==> src/rtl/alu_op_encode.sv <==
// ALU control-tuple encoder: decodes {alu, inva, invb, cin, imm_pref} into an
// opcode/function pair. Legal encodings go through a 2-entry output FIFO.
// Illegal tuples are dropped and counted in a saturating counter.
module alu_op_encode #(
    parameter int unsigned CNT_W = 8
) (
    input  logic             clk,
    input  logic             rst_n,
    input  logic             in_valid,
    output logic             in_ready,
    input  logic [3:0]       in_alu,
    input  logic             in_inva,
    input  logic             in_invb,
    input  logic             in_cin,
    input  logic             imm_pref,
    output logic             out_valid,
    input  logic             out_ready,
    output logic [4:0]       out_instr,
    output logic [1:0]       out_func,
    output logic             err_pulse,
    output logic [CNT_W-1:0] err_cnt
);

    logic [6:0]       tuple;
    logic             enc_legal;
    logic [4:0]       enc_instr;
    logic [1:0]       enc_func;

    logic [6:0]       mem_q [2];
    logic [6:0]       mem_d [2];
    logic             wr_ptr_q, wr_ptr_d;
    logic             rd_ptr_q, rd_ptr_d;
    logic [1:0]       count_q, count_d;
    logic             err_pulse_q, err_pulse_d;
    logic [CNT_W-1:0] err_cnt_q, err_cnt_d;

    logic             accept;
    logic             push;
    logic             pop;

    assign tuple = {in_alu, in_inva, in_invb, in_cin};

    // Decode the request tuple; dual-form ops pick register or immediate opcode.
    always_comb begin
        logic       dual;
        logic [4:0] reg_instr;
        logic [1:0] reg_func;
        logic [4:0] imm_instr;
        dual      = 1'b0;
        reg_instr = 5'b00000;
        reg_func  = 2'b00;
        imm_instr = 5'b00000;
        enc_legal = 1'b1;
        enc_instr = 5'b00000;
        enc_func  = 2'b00;
        case (tuple)
            7'b0100_000: begin dual = 1'b1; reg_instr = 5'b11011; reg_func = 2'b00; imm_instr = 5'b01000; end
            7'b0100_101: begin dual = 1'b1; reg_instr = 5'b11011; reg_func = 2'b01; imm_instr = 5'b01001; end
            7'b0111_000: begin dual = 1'b1; reg_instr = 5'b11011; reg_func = 2'b10; imm_instr = 5'b01010; end
            7'b0101_010: begin dual = 1'b1; reg_instr = 5'b11011; reg_func = 2'b11; imm_instr = 5'b01011; end
            7'b0000_000: begin dual = 1'b1; reg_instr = 5'b11010; reg_func = 2'b00; imm_instr = 5'b10100; end
            7'b0010_000: begin dual = 1'b1; reg_instr = 5'b11010; reg_func = 2'b01; imm_instr = 5'b10101; end
            7'b0001_000: begin dual = 1'b1; reg_instr = 5'b11010; reg_func = 2'b10; imm_instr = 5'b10110; end
            7'b0011_000: begin dual = 1'b1; reg_instr = 5'b11010; reg_func = 2'b11; imm_instr = 5'b10111; end
            7'b1011_000: enc_instr = 5'b11001;
            7'b1100_011: enc_instr = 5'b11100;
            7'b1101_011: enc_instr = 5'b11101;
            7'b1110_011: enc_instr = 5'b11110;
            7'b1111_000: enc_instr = 5'b11111;
            7'b0110_000: enc_instr = 5'b01100;
            7'b0101_000: enc_instr = 5'b11000;
            default:     enc_legal = 1'b0;
        endcase
        if (dual) begin
            enc_instr = imm_pref ? imm_instr : reg_instr;
            enc_func  = imm_pref ? 2'b00 : reg_func;
        end
    end

    // Handshake: a full FIFO still accepts when its head is popped this cycle.
    always_comb begin
        out_valid = (count_q != 2'd0);
        pop       = out_valid && out_ready;
        in_ready  = (count_q != 2'd2) || pop;
        accept    = in_valid && in_ready;
        push      = accept && enc_legal;
        out_instr = mem_q[rd_ptr_q][6:2];
        out_func  = mem_q[rd_ptr_q][1:0];
        err_pulse = err_pulse_q;
        err_cnt   = err_cnt_q;
    end

    // FIFO and error-counter next state.
    always_comb begin
        mem_d       = mem_q;
        wr_ptr_d    = wr_ptr_q;
        rd_ptr_d    = rd_ptr_q;
        count_d     = count_q;
        err_pulse_d = accept && !enc_legal;
        err_cnt_d   = err_cnt_q;
        if (push) begin
            mem_d[wr_ptr_q] = {enc_instr, enc_func};
            wr_ptr_d        = ~wr_ptr_q;
        end
        if (pop) begin
            rd_ptr_d = ~rd_ptr_q;
        end
        if (push && !pop) begin
            count_d = count_q + 2'd1;
        end else if (pop && !push) begin
            count_d = count_q - 2'd1;
        end
        if (err_pulse_d && (err_cnt_q != {CNT_W{1'b1}})) begin
            err_cnt_d = err_cnt_q + CNT_W'(1);
        end
    end

    // State registers with asynchronous active-low reset.
    always_ff @(posedge clk or negedge rst_n) begin
        if (!rst_n) begin
            mem_q[0]    <= 7'd0;
            mem_q[1]    <= 7'd0;
            wr_ptr_q    <= 1'b0;
            rd_ptr_q    <= 1'b0;
            count_q     <= 2'd0;
            err_pulse_q <= 1'b0;
            err_cnt_q   <= '0;
        end else begin
            mem_q       <= mem_d;
            wr_ptr_q    <= wr_ptr_d;
            rd_ptr_q    <= rd_ptr_d;
            count_q     <= count_d;
            err_pulse_q <= err_pulse_d;
            err_cnt_q   <= err_cnt_d;
        end
    end

endmodule

==> config.mk <==
export PLATFORM = sky130hd
export DESIGN_NAME = alu_op_encode
export DESIGN_NICKNAME = d
export VERILOG_FILES = /design/src/rtl/alu_op_encode.sv
export SDC_FILE = /design/constraint.sdc
export NUM_CORES = 1
export LEC_CHECK = 0
export ABC_AREA = 1
export BUFFER_PORTS_ARGS = -buffer_cell sky130_fd_sc_hd__buf_2
export CAP_MARGIN = 20
export CORE_MARGIN = 2
export CORE_UTILIZATION = 35
export CTS_CLUSTER_SIZE = 20
export DETAILED_ROUTE_END_ITERATION = 6
export PLACE_DENSITY = 0.61
export SYNTH_ARGS = -nofsm -noshare
export SYNTH_HDL_FRONTEND = slang
export SYNTH_SLANG_ARGS = --single-unit
==> constraint.sdc <==
create_clock -name clk -period 4.1 [get_ports clk]
set_input_delay 0.82 -clock clk [delete_from_list [all_inputs] [get_ports clk]]
set_output_delay 0.82 -clock clk [all_outputs]
set_load 0.05 [all_outputs]
==> summary.md <==
| Metric | Value |
|---|---|
| Path category of the worst min-delay check | `reg -> reg` |
| Achievable clock frequency | `about 420 MHz` |
| Buffers on Ports | `29` |
| Minimum clock period | `about 2.4 ns` |
| H-tree lvl count | `1` |
| TritonRoute pass-1 iters | `4` |
| Fin crit share | `57.8%` |
| RSZ-0062 raised after global routing | `no` |
| # DRC | `0` |
| DP Wirelength | `between 3000 and 4000 um` |
| Clock root buffer | `clkbuf_8` |
| FILL cells | `532` |
| Worst vdd ir | `~0.19 mV` |
| FF+latch area | `between 600 and 700 um2` |
| Crit path required time | `4.26 ns` |
| Final instance area | `2100 um2` |
| Cts repair resizes | `0` |
| Non-Filler Instances | `around 350` |
| Clk sinks | `27` |
| Post-synthesis register bit count | `27` |
| Final setup margin | `~1.7 ns` |
| ANT nets after route | `0` |
| Hold buffer count at cts | `0` |
| Post-CTS Setup Inserts | `0` |
| Placement Setup Slack | `between 1 and 1.5 ns` |
| Most frequent cell after synthesis | `nand2_1` |
| Clock transition at path regs | `~0.090 ns` |
| Hold_ws | `0.489 ns` |
| WP data arrival | `around 2.5 ns` |
| Met1 Use GR | `19.4%` |
| Met3 Use GR | `~1.3%` |
| Pwr Total | `between 0.9 and 1 mW` |
| Commonest cells post-synth | `nand2_1 (99), nand3_1 (35), dfrtp_1 (27)` |
| Critical-path cell list | `buf_2, inv_1, nand2_1, nor2_2, nand2_1, nand4_1, nor2_2, nor2_4, ha_1, a21oi_1, o21ai_0, xor2_1` |
| CP Buf/Inv Count | `2` |
| Vias in the first global route | `1539` |
| Gr ovfl total | `0` |
| Yosys warns | `0` |
| Worst R2R Setup Slack | `around 2.1 ns` |
| Pins Over Slew Limit | `0` |
| Setup-failing EPs final | `0` |
| Core Area | `5110 um2` |
| Setup_tns | `0 ns` |
| Area Overhead vs Synth | `13.6%` |
| Post-Synthesis Cells | `about 260` |
| Full die area | `slightly below 6000 um2` |
| Fraction of layout cells with a size suffix above 1 | `between 20% and 30%` |
| Critical path class | `in -> reg` |
| Net count after synthesis | `between 200 and 300` |
| R2R Path Start | `count_q[0]` |
| Outcome | `finished clean` |
| CTS tree | `done` |
| Initial antenna violation count | `0` |
| Synth Area in Simple Gates | `approximately half` |
| Worst Setup End Kind | `flop` |
| Clock latency at the later pin of the worst-skew pair | `roughly 0.27 ns` |
| Vias per inst | `4.63` |
| GPL Wtd Cong | `0.878` |
| Total CTS buffers | `3` |
| Async SR Flop Fraction | `between 90% and 100%` |
| Synth area leaders | `dfrtp_1 (37%), nand2_1 (20%), nand3_1 (9.5%)` |
| Mux contribution to synthesized area | `0%` |
| Placed instance count | `350` |
| Post-synthesis adder-cell area fraction | `roughly 1.4%` |
| Average wire per standard cell | `roughly 11 um` |
| Final core occ | `between 40% and 50%` |
| WHS Path Cells | `2` |
| Ant diodes | `0` |
| Share of the synthesized area in the top cell type | `36.6%` |
| DR vias | `~1600` |
| Hold Vio Cnt, Final | `0` |
| GRT Total Usage | `between 10% and 20%` |
| Largest family of logic cells by synthesized area | `simple AND/OR/NAND/NOR gates` |
| Max Root-Sink Buffers | `2` |
| Largest net degree at the start of global routing | `28` |
| Fin nets | `approximately 300` |
| Syn Area/Cell | `roughly 7.2 um2` |
| Number of flops mapped to enable cells by yosys | `0` |
| Die Height | `around 77 um` |
| Sequential-to-total area share from yosys stat | `a little over a third` |
| Max-Cap Viols | `0` |
| Slew headroom | `59.4%` |
| Reg2Reg Depth | `10` |
| Fin Clk Skew | `0.00384 ns` |
| Worst Tran Pin Value | `approximately 0.6 ns` |
| Post-synthesis xor/xnor area fraction | `4.27%` |
| First-pass GRT wire length | `6960 um` |
| Initial drt markers | `76` |
| Crit-path max cell delay | `around 0.31 ns` |
| Worst-path fanout max | `13` |
| Ports | `30` |
| Starting Density | `between 30% and 40%` |
| LEAKAGE | `between 1 and 1.5 nW` |
| Die W | `76.6 um` |
| Top FF cell, synth | `dfrtp_1` |
| Hold EP | `mem_q[2]` |
| Area of the multi-input gates | `about 1100 um2` |
| PD cells | `about 470 nW/um2` |
| Crit start category | `input port` |
| Total Routed Length | `3950 um` |
| Critical Path Slowest Stage Cell | `ha_1` |
| GR Util met2 | `a little under a quarter` |
| Core Rows | `26` |
| Worst hold start | `mem_q[2]` |
| Netlist Area Pre-Place | `1850 um2` |
| Area after DPL | `2050 um2` |
| Synth Area in Compound Gates | `1.36%` |
| CP delay by family, top | `simple AND/OR/NAND/NOR gates` |
| Leading area contributor after synthesis | `dfrtp_1` |
| Yosys cell types | `25` |
| Grt peak-use layer | `met2` |
| Worst R2R End | `count_q[1]` |
==> sequential cells by signal, summed over array words and instances, names as in the netlist <==
name	flops
err_pulse	1
wr_ptr_q	1
err_cnt	8
mem_q	14
rd_ptr_q	1
count_q	2
==> placed cells by master (no fill, tap or decap), drive strengths merged <==
cell	count
nand2	107
nand3	44
nor2	30
buf	29
dfrtp	27
inv	20
xor2	6
nand4	4
clkbuf	4
o21ai	3
xnor2	3
nor3	2
a21oi	2
ha	2
clkinv	1
==> layout make-up <==
type	instances	share of cell area (%)
Timing Repair Buffer	29	6.92
Inverter	21	3.76
Multi-Input combinational cell	203	50.8
Tap cell	70	4.18
Sequential cell	27	32.2
Clock buffer	4	2.15
==> where the power goes <==
part           switching (mW)  total (mW)  internal [mW]
Sequential             0.0693       0.395          0.326
Clock                  0.0809       0.150         0.0695
Combinational           0.320       0.433          0.112
==> cells by family (layout without fill, tap and decap cells) <==
family / count (synthesis) / count (layout)
AND/OR/NAND/NOR: 187 / 187
buffers and inverters: 25 / 54
AO/OA/AOI/OAI: 5 / 5
adder cells (fa/ha/maj): 2 / 2
flip-flops: 27 / 27
XOR/XNOR: 9 / 9
==> worst reg2reg max path, stage by stage, from the launching register on <==
cell and delay (ns):
dfrtp_1 0.39, inv_2 0.06, nand2_2 0.07, nand2_1 0.11, nand3_1 0.14, nand2_2 0.16
nor2_4 0.29, ha_1 0.31, a21oi_1 0.11, o21ai_0 0.11, xor2_1 0.15
==> worst max-delay path by stage <==
stage	from	endpoint	depth (start not counted)
after floorplan	out_ready	count_q[1]	9
after global placement	in_inva	count_q[1]	12
after detailed placement	in_inva	count_q[1]	12
after CTS	in_inva	count_q[1]	12
after global routing	in_inva	count_q[1]	12
final	in_inva	count_q[1]	12
==> per-layer routing <==
layer  vias up  routed length (um)
li1        866                   -
met1       738                1950
met2        29                1840
met3         6                  96
met4         0                  67
met5         -                   0
Power figures use the tool's default switching activity.
